File: config.mk
export PLATFORM = sky130hd
export DESIGN_NAME = codec_map_dec_input_ram_ctrl
export DESIGN_NICKNAME = d
export VERILOG_FILES = /design/src/rtl/codec_map_dec_pkg.sv /design/src/rtl/codec_map_dec_valid_pipe.sv /design/src/rtl/codec_map_dec_input_ram_ctrl.sv
export SDC_FILE = /design/constraint.sdc
export NUM_CORES = 1
export LEC_CHECK = 0
export ABC_AREA = 1
export CAP_MARGIN = 40
export CORE_MARGIN = 2
export CORE_UTILIZATION = 40
export CTS_CLUSTER_SIZE = 28
export DETAILED_ROUTE_END_ITERATION = 8
export PLACE_DENSITY = 0.61
export SYNTH_ARGS = -nofsm -noshare
export SYNTH_HDL_FRONTEND = slang
export SYNTH_SLANG_ARGS = --single-unit
File: constraint.sdc
create_clock -name iclk -period 5.3 [get_ports iclk]
set_clock_uncertainty 0.05 [all_clocks]
set_input_delay 1.06 -clock iclk [delete_from_list [all_inputs] [get_ports iclk]]
set_output_delay 1.06 -clock iclk [all_outputs]
set_load 0.02 [all_outputs]
File: src/rtl/codec_map_dec_pkg.sv
// Shared types and helpers for the MAP decoder input buffer sequencer.
package codec_map_dec_pkg;

    typedef enum logic [1:0] {
        ST_IDLE   = 2'd0,
        ST_FILL   = 2'd1,
        ST_DECODE = 2'd2,
        ST_FLUSH  = 2'd3
    } state_t;

    localparam int RAM_LAT_MIN = 1;
    localparam int RAM_LAT_MAX = 3;
    localparam int ITER_W_MAX  = 16;

    // An iteration count of zero still runs the frame once.
    function automatic logic [ITER_W_MAX-1:0] iter_clamp(input logic [ITER_W_MAX-1:0] iter);
        return (iter == '0) ? ITER_W_MAX'(1) : iter;
    endfunction

endpackage

File: src/rtl/codec_map_dec_valid_pipe.sv
// Enable-gated shift register carrying {val, first, last, iter} alongside the
// RAM read pipeline so the tags emerge aligned with the read data.
module codec_map_dec_valid_pipe
    import codec_map_dec_pkg::*;
#(
    parameter int pLAT    = 1,
    parameter int pITER_W = 4
) (
    input  logic               clk_i,
    input  logic               rst_n_i,
    input  logic               en_i,
    input  logic               val_i,
    input  logic               first_i,
    input  logic               last_i,
    input  logic [pITER_W-1:0] iter_i,
    output logic               val_o,
    output logic               first_o,
    output logic               last_o,
    output logic [pITER_W-1:0] iter_o
);

    localparam int W = pITER_W + 3;

    if (pLAT < RAM_LAT_MIN || pLAT > RAM_LAT_MAX) begin : g_bad_lat
        $error("codec_map_dec_valid_pipe: pLAT out of range");
    end

    logic [W-1:0] stage_q [pLAT];

    always_ff @(posedge clk_i or negedge rst_n_i) begin
        if (!rst_n_i) begin
            for (int i = 0; i < pLAT; i++) stage_q[i] <= '0;
        end else if (en_i) begin
            stage_q[0] <= {val_i, first_i, last_i, iter_i};
            for (int i = 1; i < pLAT; i++) stage_q[i] <= stage_q[i-1];
        end
    end

    assign {val_o, first_o, last_o, iter_o} = stage_q[pLAT-1];

endmodule

File: src/rtl/codec_map_dec_input_ram_ctrl.sv
// Fill/decode sequencer for the two-bank MAP decoder input RAM.
// Optional odd-length flag: CODEC_MAP_DEC_INPUT_RAM_CTRL_PARITY_CHECK_EN.
module codec_map_dec_input_ram_ctrl
    import codec_map_dec_pkg::*;
#(
    parameter int pADDR_W  = 8,
    parameter int pRAM_LAT = 1,
    parameter int pITER_W  = 4
) (
    input  logic               iclk,
    input  logic               ireset,
    input  logic               iclkena,
    input  logic               isop,
    input  logic               ival,
    input  logic               ieop,
    output logic               ordy,
    input  logic [pITER_W-1:0] iiter,
    input  logic               idec_rdy,
    output logic               owrite,
    output logic [pADDR_W-1:0] owaddr,
    output logic               orclkena,
    output logic               oread,
    output logic [pADDR_W-1:0] oraddr0,
    output logic [pADDR_W-1:0] oraddr1,
    output logic               ordval,
    output logic               ofirst,
    output logic               olast,
    output logic [pITER_W-1:0] oiter,
    output logic               obusy,
    output logic               odone,
    output logic               oerr
);

    localparam int CW = pADDR_W + 1;
    localparam logic [pADDR_W-1:0] ADDR_MAX = '1;

    state_t             state_q;
    logic [pADDR_W-1:0] waddr_q, owaddr_q, raddr0_q, raddr1_q;
    logic [CW-1:0]      n_q, k_q;
    logic [pITER_W-1:0] iter_q, niter_q, riter_q;
    logic [1:0]         flush_q;
    logic               ordy_q, owrite_q, oread_q, first_q, last_q, odone_q;

    logic               accept_d, rd_en_d, wr_take_d, frame_end_d, pair_last_d, iter_last_d;
    logic [pADDR_W-1:0] wa_d, k_rev_d;
    logic [CW-1:0]      n_d;
    logic [pITER_W-1:0] niter_d;

    assign accept_d    = iclkena & ival & ordy_q;
    assign rd_en_d     = iclkena & idec_rdy;
    assign wr_take_d   = accept_d & (isop | (state_q == ST_FILL));
    assign wa_d        = isop ? '0 : waddr_q;
    assign frame_end_d = wr_take_d & (ieop | (wa_d == ADDR_MAX));
    assign n_d         = {1'b0, wa_d} + CW'(1);
    assign k_rev_d     = pADDR_W'(n_q - CW'(1) - k_q);
    assign pair_last_d = (k_q == n_q - CW'(1));
    assign iter_last_d = (iter_q == niter_q - pITER_W'(1));
    assign niter_d     = pITER_W'(iter_clamp(ITER_W_MAX'(iiter)));

    always_ff @(posedge iclk or negedge ireset) begin
        if (!ireset) begin
            state_q  <= ST_IDLE;
            waddr_q  <= '0;
            owaddr_q <= '0;
            raddr0_q <= '0;
            raddr1_q <= '0;
            n_q      <= '0;
            k_q      <= '0;
            iter_q   <= '0;
            niter_q  <= '0;
            riter_q  <= '0;
            flush_q  <= '0;
            ordy_q   <= 1'b0;
            owrite_q <= 1'b0;
            oread_q  <= 1'b0;
            first_q  <= 1'b0;
            last_q   <= 1'b0;
            odone_q  <= 1'b0;
        end else if (iclkena) begin
            owrite_q <= 1'b0;
            odone_q  <= 1'b0;
            case (state_q)
                ST_IDLE, ST_FILL: begin
                    ordy_q <= 1'b1;
                    if (wr_take_d) begin
                        owrite_q <= 1'b1;
                        owaddr_q <= wa_d;
                        waddr_q  <= wa_d + pADDR_W'(1);
                        state_q  <= ST_FILL;
                        if (isop) niter_q <= niter_d;
                        if (frame_end_d) begin
                            n_q     <= n_d;
                            k_q     <= '0;
                            iter_q  <= '0;
                            ordy_q  <= 1'b0;
                            state_q <= ST_DECODE;
                        end
                    end
                end
                ST_DECODE: begin
                    if (rd_en_d) begin
                        oread_q  <= 1'b1;
                        raddr0_q <= pADDR_W'(k_q);
                        raddr1_q <= k_rev_d;
                        first_q  <= (k_q == '0);
                        last_q   <= pair_last_d;
                        riter_q  <= iter_q;
                        if (pair_last_d) begin
                            k_q <= '0;
                            if (iter_last_d) begin
                                iter_q  <= '0;
                                flush_q <= '0;
                                state_q <= ST_FLUSH;
                            end else begin
                                iter_q <= iter_q + pITER_W'(1);
                            end
                        end else begin
                            k_q <= k_q + CW'(1);
                        end
                    end
                end
                ST_FLUSH: begin
                    // Count enabled ticks until the last pair leaves the RAM pipeline.
                    if (rd_en_d) begin
                        oread_q <= 1'b0;
                        first_q <= 1'b0;
                        last_q  <= 1'b0;
                        riter_q <= '0;
                        if (flush_q == 2'(pRAM_LAT)) begin
                            odone_q <= 1'b1;
                            ordy_q  <= 1'b1;
                            state_q <= ST_IDLE;
                        end else begin
                            flush_q <= flush_q + 2'd1;
                        end
                    end
                end
                default: state_q <= ST_IDLE;
            endcase
        end
    end

`ifdef CODEC_MAP_DEC_INPUT_RAM_CTRL_PARITY_CHECK_EN
    logic oerr_q;

    // Odd N means wa_d (= N-1) is even at frame close.
    always_ff @(posedge iclk or negedge ireset) begin
        if (!ireset) begin
            oerr_q <= 1'b0;
        end else if (iclkena) begin
            if (frame_end_d) begin
                oerr_q <= ~wa_d[0];
            end else if (wr_take_d && isop && state_q == ST_IDLE) begin
                oerr_q <= 1'b0;
            end
        end
    end

    assign oerr = oerr_q;
`else
    assign oerr = 1'b0;
`endif

    codec_map_dec_valid_pipe #(
        .pLAT    (pRAM_LAT),
        .pITER_W (pITER_W)
    ) u_valid_pipe (
        .clk_i   (iclk),
        .rst_n_i (ireset),
        .en_i    (orclkena),
        .val_i   (oread_q),
        .first_i (first_q),
        .last_i  (last_q),
        .iter_i  (riter_q),
        .val_o   (ordval),
        .first_o (ofirst),
        .last_o  (olast),
        .iter_o  (oiter)
    );

    assign orclkena = iclkena & idec_rdy;
    assign ordy     = ordy_q;
    assign owrite   = owrite_q;
    assign owaddr   = owaddr_q;
    assign oread    = oread_q;
    assign oraddr0  = raddr0_q;
    assign oraddr1  = raddr1_q;
    assign obusy    = (state_q == ST_DECODE);
    assign odone    = odone_q;

endmodule

# Yosys cells after proc, flatten, opt, wreduce, memory -nomap -nowiden
# Index checks and enable logic that the tools add are counted.
# W data, S select, Z words.
dict set report op_classes {
  n_bitwise 7
  mux 47
  n_eq_ne 15
  add_sub_neg 8
  reduce_logical 17
}
# operator count
set op_table {}
lappend op_table {{$mux W9} 4}
lappend op_table {{$mux W4} 8}
lappend op_table {{$mux W2} 12}
lappend op_table {{$pmux W9 S2} 1}
lappend op_table {{$pmux W4 S2} 2}
lappend op_table {{$reduce_and A4 Y1} 4}
lappend op_table {{$reduce_and A7 Y1} 2}
lappend op_table {{$mux W1} 13}
lappend op_table {{$ne A2 B2 Y1 const B} 6}
lappend op_table {{$add A8 B1 Y9 const B} 1}
lappend op_table {{$add A9 B1 Y9 const B} 1}
lappend op_table {{$eq A9 B9 Y1} 1}
lappend op_table {{$logic_not A9 Y1} 1}
lappend op_table {{$sub A9 B1 Y9 const B} 1}
lappend op_table {{$add A8 B1 Y8 const B} 1}
lappend op_table {{$eq A8 B8 Y1 const B} 1}
lappend op_table {{$mux W8} 1}
lappend op_table {{$pmux W1 S2} 4}
lappend op_table {{$sub A8 B8 Y8} 1}
lappend op_table {{$pmux W2 S3} 1}
lappend op_table {{$reduce_and A3 Y1} 2}
lappend op_table {{$reduce_and A6 Y1} 1}
lappend op_table {{$reduce_bool A2 Y1} 3}
lappend op_table {{$and A1 B1 Y1} 5}
lappend op_table {{13 further kinds} 17}
dict set report totals {
  word_cells 112
  ff_bits 79
}

# Depth between registers and ports, before layout
dict set report depth {
  depth_word 7
  ltp_mapped 14
  ltp_nobuf 13
}

# Hierarchy
# A second synthesis with hierarchy kept.
dict set report hier_totals {
  cells_unflattened 503
  area_unflattened_um2 4119.0
}
# module cells_per_inst area_each_um2 seq_area_each_um2 instances
set by_module_without_submodules {}
lappend by_module_without_submodules {codec_map_dec_input_ram_ctrl 473 3849.9 1801.7 1}
lappend by_module_without_submodules {codec_map_dec_valid_pipe 30 269.0 175.2 1}

# Worst setup path after synthesis
# No wires, ideal clock.
dict set report synth_path {
  path_type {input port to output port}
  start {in idec_rdy}
  end {out orclkena}
  cell_stages 2
  path_buffers 0
  setup_slack_ps 2775
  required_ps 4190
  arrival_time_ps 1415
  cell_sequence {nand2_1 inv_1}
}
dict set report synth_via {
  elab_chain_cells 1
}
# element line
set synth_lines {}
lappend synth_lines {{from (decl)} codec_map_dec_input_ram_ctrl.sv:18} ;# input logic idec_rdy,
lappend synth_lines {{$and A1 B1 Y1} codec_map_dec_input_ram_ctrl.sv:181} ;# assign orclkena = iclkena & idec_rdy;
lappend synth_lines {{to (decl)} codec_map_dec_input_ram_ctrl.sv:21} ;# output logic orclkena,
# Every way passes these cells.

# Worst setup path after layout
dict set report layout_path {
  start {in iclkena}
  end {out orclkena}
}
dict set report layout_via {
  elab_chain_cells 1
}
# element line
set layout_lines {}
lappend layout_lines {{from (decl)} codec_map_dec_input_ram_ctrl.sv:12} ;# input logic iclkena,
lappend layout_lines {{$and A1 B1 Y1} codec_map_dec_input_ram_ctrl.sv:181}
# Every way passes these cells.

==> reports/qor.yml <==
sta:
  timing.final.setup_violations: 0
  finalMaxSlewViolations: 0
  worstMarginPinSlew_ns: 0.589
  post-route-worst-setup-slack_ns: 1.34
  finalSetupTns_ns: 0
  timing.fmax_mhz: 253
  final_min_period_over_clock_period_pct: 74.7
  count_of_final_hold_check_violations: 0
  max-slew-margin-rel_pct: 60.6
  rsz0062_at_grt: "false"
  finalWorstPathRequiredPeriod_ns: 3.96
place:
  place_area_um2: 4770
  detailedPlacementHpwl_um: 6510
  numPlacedInstances: 688
  io_buffers: 47
  gp_congestion: 0.848
  dp_worst_setup_slack_ns: 1.37
logic_synthesis:
  synth_enable_flop_cells: 0
  yosysUniqueCellTypes: 34
  cell_area_synth_um2: 4160
  postSynthNetCount: 542
  postSynth.asyncResetShare_pct: 100
  synth_flop_cell: "sky130_fd_sc_hd__dfrtp_1"
  main_area_contributors_after_synthesis: "sky130_fd_sc_hd__dfrtp_1 (48%), sky130_fd_sc_hd__nand2_1 (13%), sky130_fd_sc_hd__o21ai_0 (5.4%)"
  syn-mean-instance-area_um2: 8.06
  postSynthCellCount: 516
  synth.yosys.warnings: 0
  synthDominantCellAreaShare_pct: 47.5
  yosysSeqAreaShare_pct: 47.5
  ys_ff_latch: 79
  most_area_hungry_cell_type_in_the_yosys_netlist: "sky130_fd_sc_hd__dfrtp_1"
cells_and_area:
  drive_gt1_share_pct: 7.92
  area_of_combinational_cells_with_multiple_inputs_um2: 1880
  flow.area_growth_from_synthesis_pct: 19.1
  instances_no_fill: 704
  post-route-cell-area_um2: 4950
  final_cell_mix: "sky130_fd_sc_hd__nand2_1 (148), sky130_fd_sc_hd__dfrtp_1 (79), sky130_fd_sc_hd__inv_1 (55), sky130_fd_sc_hd__clkdlybuf4s50_1 (46), sky130_fd_sc_hd__o21ai_0 (45)"
  fillers: 989
  insertedDiodeCount: 0
  final_common_cell: "sky130_fd_sc_hd__nand2_1"
  fin_nets: 589
  final-seq-area_um2: 1980
setup_path:
  crit-reg2reg-capture: "k_q[7]$_DFFE_PN0P_"
  critical_path.slowest_cell: "sky130_fd_sc_hd__clkdlybuf4s50_1"
  r2r_cells: 13
  worst_path_required_ns: 4.19
  slowest_delay_ns: 0.62
  crit_path_end_kind: "output port"
  cp_data_arrival_time_ns: 2.85
  worst_setup_path_endpoint: "orclkena"
  crit_path_frequent_cell: "sky130_fd_sc_hd__clkdlybuf4s50_1"
  ff2ff_setup_slack_ns: 2.54
  critical_path.max_fanout: 18
  launching_element_type_of_the_critical_path: "input pin"
  type_of_the_worst_setup_path: "in2out"
  critical_path.cell_chain: "clkdlybuf4s50_1 -> nand2_1 -> inv_1 -> clkdlybuf4s50_1"
  critical_path.reg2reg.startpoint: "n_q[0]$_DFFE_PN0P_"
  timing.critical_path.from: "iclkena"
floorplan:
  die-height_um: 106
  die_area_um2: 11200
  placementRows: 37
  floorplan.initialDensity_pct: 40.7
  design.core.area_um2: 10200
  design.portCount: 49
  chipWidth_um: 106
cts:
  cts.hold.buffers_added: 0
  clock_tree_from_tritoncts: "built"
  max-clock-path-buffers: 2
  cts_made_buffers: 9
  postCtsResizedCells: 0
  cts.root.buffer_cell: "sky130_fd_sc_hd__clkbuf_8"
  postCtsSetupRepairBufs: 0
  deepest_level_of_the_cts_h_tree: 3
  cts_sinks: 79
  insertion_delay_ns: 0.36
  clkTransAtPathRegs_ns: 0.09
detailed_routing:
  first_iter_violations: 149
  totalWireLength_um: 9060
  routed-via-count: 3413
  routed_wire_length_per_instance_um: 12.9
  drt.antenna.violating_nets: 0
  post_detailed_route_drc_marker_count: 0
  detail_route.first_pass.iterations: 4
  via_per_inst: 4.85
global_routing:
  grt_use_met1_pct: 24.6
  grt_antenna_before_repair: 0
  grt_start_max_net_pins: 66
  grt_first_pass_wirelength_um: 15700
  top_usage_layer: "met2"
  number_of_global_route_vias_before_repair: 3291
  groute.usage.overall_pct: 17.3
  grt_util_met3_pct: 3.13
  grt_remaining_overflow: 0
  global_route_track_usage_on_met2_pct: 26.7
power:
  p_per_area_nw_per_um2: 586
  p_leak_uw: 0.00240
  ir_worst_vdd_mv: 0.224
run:
  max_cap_viol_count: 0
worst_hold_path:
  hold_path.class: "reg2reg"
status:
  run_status: "finished, final reports clean"
## kinds of logic after synthesis
group,share of synthesized area [%]
and+or+nand+nor,26.3
DFF,47.5
buffers and inverters,7.31
AOI/OAI and AO/OA,9.50
xor gates and xnor gates,4.63
adders and majority gates,4.69
other,0.0901
## routing by layer
metal / share of wire (%) / vias to the layer above
met1: 51 / 1576
met2: 43 / 76
met3: 3.7 / 15
met5: 0 / -
met4: 1.8 / 0
li1: - / 1746
## cell usage after synthesis, types with 7 or more instances
| cell type | number |
|---|---|
| sky130_fd_sc_hd__nand2_1 | 148 |
| sky130_fd_sc_hd__nand2_2 | 7 |
| sky130_fd_sc_hd__ha_1 | 14 |
| sky130_fd_sc_hd__xor2_1 | 14 |
| sky130_fd_sc_hd__inv_1 | 55 |
| sky130_fd_sc_hd__nand3_1 | 28 |
| sky130_fd_sc_hd__xnor2_1 | 8 |
| sky130_fd_sc_hd__nand4_1 | 13 |
| sky130_fd_sc_hd__a21oi_1 | 9 |
| sky130_fd_sc_hd__o21ai_0 | 45 |
| sky130_fd_sc_hd__dfrtp_1 | 79 |
| sky130_fd_sc_hd__nor2_1 | 44 |
## sequential cells by signal, indices dropped and copies added (netlist names), 2 cells and up
signal / flops
state_q: 2
k_q: 9
iter_q: 4
oraddr1: 8
u_valid_pipe.stage_q: 7
flush_q: 2
oraddr0: 8
niter_q: 4
riter_q: 4
owaddr: 8
waddr_q: 8
n_q: 9
## worst max-delay path, delay by kind of cell
kind	cells	cell delay (ns)
and+or+nand+nor	1	0.38
buffers and inverters	3	1.40
## worst min-delay path by stage
stage                                 startpoint                      to  slack, ns  cells after the start
final                     flush_q[1]$_DFFE_PN0P_  flush_q[1]$_DFFE_PN0P_       0.43                      2
after global routing      flush_q[1]$_DFFE_PN0P_  flush_q[1]$_DFFE_PN0P_       0.45                      2
after CTS                 flush_q[1]$_DFFE_PN0P_  flush_q[1]$_DFFE_PN0P_       0.43                      2
after detailed placement  flush_q[1]$_DFFE_PN0P_  flush_q[1]$_DFFE_PN0P_       0.41                      2
after global placement    flush_q[1]$_DFFE_PN0P_  flush_q[1]$_DFFE_PN0P_       0.41                      2
after floorplan           flush_q[1]$_DFFE_PN0P_  flush_q[1]$_DFFE_PN0P_       0.39                      2
## power by group
group / total, uW / internal [uW] / switching (uW)
Sequential: 958 / 813 / 144
Clock: 433 / 190 / 244
Combinational: 1510 / 597 / 914
Total: 2900 / 1600 / 1300
## area by class of cell
class	count	area share, %
sequential	79	39.9
multi-input combinational	363	37.9
timing repair buffer	49	10.3
inverter	61	4.62
tap	136	3.43
clock buffer	10	2.78
clock inverter	6	1.04
## through the flow
step	power, uW	hold WS, ns	utilization (%)
after floorplan	2010	0.392	-
after global placement	2430	0.407	46.2
after detailed placement	2470	0.411	46.6
after CTS	2910	0.430	48.4
after global routing	3170	0.452	48.4
final	2900	0.426	48.4
Note: power is estimated with default switching activity, not from simulation.
==> variant 1: new RTL, same settings <==
Encoding of `state_t`: now Gray code (2 bits for 4 states).
--- a/src/rtl/codec_map_dec_pkg.sv
+++ b/src/rtl/codec_map_dec_pkg.sv
@@ -3,8 +3,8 @@
 
     typedef enum logic [1:0] {
-        ST_IDLE   = 2'd0,
-        ST_FILL   = 2'd1,
-        ST_DECODE = 2'd2,
-        ST_FLUSH  = 2'd3
+        ST_IDLE   = 2'b00,
+        ST_FILL   = 2'b01,
+        ST_DECODE = 2'b11,
+        ST_FLUSH  = 2'b10
     } state_t;
 
Formal check against the unedited RTL: same outputs for any inputs over 4 cycles, from zero or initial values and one cycle with ireset low; so few cycles prove little.
==> variant 1 against the original RTL <==
  * Synthesized area is 1.3% higher
  * Synthesized cell count increased by 3.5%
  * Core utilization increased by 0.87 points
  * Power rose by 0.14%
  * Sequential cell count did not move
  * Via count up 2.1%
  * Worst setup slack gained 250 ps
  * Highest routed layer unchanged
  * Design area is 2.2% higher
  * Routed wire length fell by 1.4%
  * Sequential power is 1% lower
  * Hold slack got worse by 1.9 ps
  * Largest power group unchanged
  * Largest cell class unchanged
==> variant 1: results (changes against the original RTL) <==
{
  "run_status": {
    "run_status": {"value": "complete, no violations", "change": "unchanged"}
  },
  "drt": {
    "wl_met2": {"value": 4004, "unit": "um", "change": "was 3937 um"},
    "initial_drc_count": {"value": 118, "change": "was 149"},
    "drtAntennaViolNets": {"value": 0, "change": "unchanged"},
    "route.layer.met1.wl": {"value": 4488, "unit": "um", "change": "was 4627 um"},
    "via_per_inst": {"value": 4.794, "change": "was 4.848"},
    "vias": {"value": 3485, "change": "was 3,413"}
  },
  "worst_setup_path": {
    "critical_path.max_stage_delay": {"value": 600, "unit": "ps", "change": "was 620 ps"}
  },
  "grt": {
    "gr-usage-met3": {"value": 2.371, "unit": "%", "change": "was 3.127%"},
    "grt.total_usage": {"value": 16.80, "unit": "%", "change": "was 17.35%"},
    "globalRouteMet1Util": {"value": 23.33, "unit": "%", "change": "was 24.65%"},
    "grt_max_degree": {"value": 51, "change": "was 66"},
    "globalRouteMet2Util": {"value": 26.84, "unit": "%", "change": "was 26.68%"},
    "grt_pass1_wl": {"value": 15380, "unit": "um", "change": "was 15,700 um"}
  },
  "placement": {
    "placed_cells": {"value": 711, "change": "was 688"},
    "globalplace.congestion": {"value": 0.8053, "change": "was 0.8484"}
  },
  "yosys": {
    "syn_area_per_cell": {"value": 7.889, "unit": "um2", "change": "was 8.062 um2"},
    "post_synthesis_net_count": {"value": 560, "change": "was 542"},
    "yosysUniqueCellTypes": {"value": 35, "change": "was 34"},
    "synth-seq-area-share": {"value": 46.93, "unit": "%", "change": "was 47.52%"},
    "synth_top_cells_by_count": {"value": "sky130_fd_sc_hd__nand2_1 (165), sky130_fd_sc_hd__dfrtp_1 (79), sky130_fd_sc_hd__inv_1 (67)", "change": "was sky130_fd_sc_hd__nand2_1 (148), sky130_fd_sc_hd__dfrtp_1 (79), sky130_fd_sc_hd__inv_1 (55)"}
  },
  "power": {
    "switching_share": {"value": 44.08, "unit": "%", "change": "was 44.88%"},
    "power.ir.vdd_worst": {"value": 0.2179, "unit": "mV", "change": "was 0.2244 mV"},
    "p_leak": {"value": 2.448, "unit": "nW", "change": "was 2.395 nW"}
  },
  "clock_network": {
    "clkTransAtPathRegs_ps": 80
  },
  "sta": {
    "remaining_max_slew_budget_at_the_tightest_pin": {"value": 64.27, "unit": "%", "change": "was 60.60%"}
  },
  "final_layout": {
    "final_layout_size_suffix_gt1_share": {"value": 7.276, "unit": "%", "change": "was 7.923%"}
  }
}
variant 1: changes by cell type in the layout (fill, tap and decap cells not counted), sizes merged, moves of 2 or more:
cell / delta
nand4: -3
inv: +8
nand2: +15
nor2: -3
nand3: -3
o21ai: +2
a21oi: +6
xnor2: -6
variant 1: power groups by stage:
| stage | Combinational, W | Clock [W] | Sequential [W] |
|---|---|---|---|
| global route | 0.00171 | 0.000487 | 0.000981 |
| floorplan | 0.000954 | 0 | 0.00105 |
| detailed placement | 0.00151 | 0 | 0.000959 |
| global placement | 0.00148 | 0 | 0.000954 |
| CTS | 0.00152 | 0.000462 | 0.000950 |
| finish | 0.00151 | 0.000449 | 0.000948 |
variant 1: cell families after synthesis:
group	count (synthesis)	synth area share, %
buf+inv	81	7.514
xor+xnor	15	3.119
other cells	1	0.08901
fa+ha+maj	15	4.633
flops	79	46.93
simple gates	262	26.70
compound gates	81	11.02
variant 1: cell type report:
| cell class | instances | area (um2) |
|---|---|---|
| Clock buffer | 10 | 127.6 |
| Clock inverter | 6 | 71.32 |
| Sequential cell | 79 | 1977 |
| Multi-Input combinational cell | 374 | 1919 |
| Tap cell | 136 | 170.2 |
| Inverter | 72 | 270.3 |
| Timing Repair Buffer | 50 | 530.5 |
| Fill cell | 1042 | 5211 |
variant 1: path summary, 6_finish.rpt:
check	to	depth (start not counted)	start	slack, ps
hold / removal	oraddr1[1]	2	oraddr1[1]	420
setup / recovery	orclkena	5	iclkena	1600
setup reg to reg	flush_q[1]	13	n_q[0]	2280
min in group asynchronous	u_valid_pipe.stage_q[6]	1	ireset	570
hold reg to reg	oraddr1[1]	2	oraddr1[1]	420
max in group asynchronous	niter_q[2]	2	ireset	4040
==> variant 2: new RTL, same flow settings <==
Made on the original files. The parameter `pRAM_LAT` goes from 1 to 2.
--- a/src/rtl/codec_map_dec_input_ram_ctrl.sv
+++ b/src/rtl/codec_map_dec_input_ram_ctrl.sv
@@ -5,5 +5,5 @@
 #(
     parameter int pADDR_W  = 8,
-    parameter int pRAM_LAT = 1,
+    parameter int pRAM_LAT = 2,
     parameter int pITER_W  = 4
 ) (
Function: changed (Yosys sat finds a counterexample within 10 cycles, from zero or initial values and one cycle with ireset low).
==> variant 2 against the original RTL <==
  * Via count rose by 2.8%
  * Worst setup slack got worse by 58 ps
  * Power rose by 1.7%
  * Clock power rose by 7.6%
  * Critical path depth rose by 1
  * Routed wire length fell by 1.1%
  * Sequential cell count rose by 7
  * Sequential share of layout area rose by 1.2 points
  * Synthesized area rose by 7.6%
  * Design area rose by 5.6%
  * Cell count rose by 4.0%
  * Sequential power rose by 8%
  * Highest routed layer unchanged
==> variant 2: results (changes against the original RTL) <==
{
  "placement": {
    "globalplace.congestion": {"value": 0.8280, "change": "was 0.8484"},
    "placed_cells": {"value": 716, "change": "was 688"},
    "place_area": {"value": 5035, "unit": "um2", "change": "was 4766 um2"},
    "hpwlAfterDp": {"value": 6614, "unit": "um", "change": "was 6513 um"},
    "detailedPlace.worstSlack": {"value": 1298, "unit": "ps", "change": "was 1370 ps"}
  },
  "worst_setup_path": {
    "r2r_slack": {"value": 2640, "unit": "ps", "change": "was 2540 ps"},
    "crit_path_max_fanout": {"value": 25, "change": "was 18"},
    "worstRegToRegCells": {"value": 14, "change": "was 13"},
    "cp.arrival": {"value": 2910, "unit": "ps", "change": "was 2850 ps"}
  },
  "power": {
    "power.ir.vdd_worst": {"value": 0.2344, "unit": "mV", "change": "was 0.2244 mV"}
  },
  "yosys": {
    "post_synthesis_net_count": {"value": 570, "change": "was 542"},
    "top_cells_by_area_in_the_synthesized_netlist": {"value": "sky130_fd_sc_hd__dfrtp_1 (48%), sky130_fd_sc_hd__nand2_1 (14%), sky130_fd_sc_hd__o21ai_0 (5.4%)", "change": "was sky130_fd_sc_hd__dfrtp_1 (48%), sky130_fd_sc_hd__nand2_1 (13%), sky130_fd_sc_hd__o21ai_0 (5.4%)"},
    "yosysUniqueCellTypes": {"value": 39, "change": "was 34"}
  },
  "drt": {
    "initial_drc_count": {"value": 153, "change": "was 149"},
    "route.layer.met1.wl": {"value": 4515, "unit": "um", "change": "was 4627 um"},
    "wl_met3": {"value": 421, "unit": "um", "change": "was 332 um"},
    "via_per_inst": {"value": 4.795, "change": "was 4.848"},
    "route.detailed.wl_per_inst": {"value": 12.24, "unit": "um", "change": "was 12.87 um"}
  },
  "min_path": {
    "worst_hold_endpoint": {"value": "u_valid_pipe.val_o", "change": "was flush_q[1]"},
    "hp-start": {"value": "u_valid_pipe.stage_q[13]", "change": "was flush_q[1]"}
  },
  "grt": {
    "grt.total_usage": {"value": 16.57, "unit": "%", "change": "was 17.35%"},
    "grt_pass1_vias": {"value": 3349, "change": "was 3,291"},
    "grt_pass1_wl": {"value": 15670, "unit": "um", "change": "was 15,700 um"}
  },
  "run_status": {
    "run_status": {"value": "complete, no violations", "change": "unchanged"}
  },
  "final_layout": {
    "fillCellCount": {"value": 1104, "change": "was 989"}
  },
  "sta": {
    "fin_crit_sh": {"value": 75.76, "unit": "%", "change": "was 74.66%"}
  }
}
variant 2: cell count changes in the layout (fill, tap and decap cells not counted), moves of 3 or more:
| cell | change |
|---|---|
| sky130_fd_sc_hd__dfrtp_1 | +7 |
| sky130_fd_sc_hd__inv_1 | -5 |
| sky130_fd_sc_hd__inv_2 | -3 |
| sky130_fd_sc_hd__nand2_1 | +18 |
| sky130_fd_sc_hd__nand3_1 | -8 |
| sky130_fd_sc_hd__nand3_2 | +6 |
| sky130_fd_sc_hd__o21ai_0 | +3 |
| sky130_fd_sc_hd__o21ai_2 | -4 |
| sky130_fd_sc_hd__xor2_1 | -3 |
variant 2: layer usage:
| metal | GRT usage, % | vias to the layer above |
|---|---|---|
| li1 | - | 1818 |
| met1 | 23.02 | 1615 |
| met2 | 25.64 | 73 |
| met3 | 4.031 | 4 |
| met4 | 4.882 | 0 |
| met5 | 0 | - |
variant 2: cell type report:
class / count / area, um2 / share of cell area (%)
Clock buffer: 9 / 123.9 / 2.367
Clock inverter: 7 / 73.82 / 1.411
Inverter: 56 / 212.7 / 4.065
Multi-Input combinational cell: 385 / 1992 / 38.07
Sequential cell: 86 / 2152 / 41.13
Tap cell: 140 / 175.2 / 3.348
Timing Repair Buffer: 49 / 503.0 / 9.613
variant 2: cells by family after synthesis:
group                      share of synthesized area (%)
adders and majority gates                          4.359
DFF                                                48.06
xor gates and xnor gates                           3.325
other                                            0.08374
buffers and inverters                              7.460
AOI/OAI and AO/OA                                  8.662
and+or+nand+nor                                    28.05
variant 2: power by group:
part / total (W) / internal (W) / switching, W
registers: 0.00103 / 0.000884 / 0.000151
logic: 0.00145 / 0.000582 / 0.000869
clock network: 0.000466 / 0.000219 / 0.000247
total: 0.00295 / 0.00168 / 0.00127
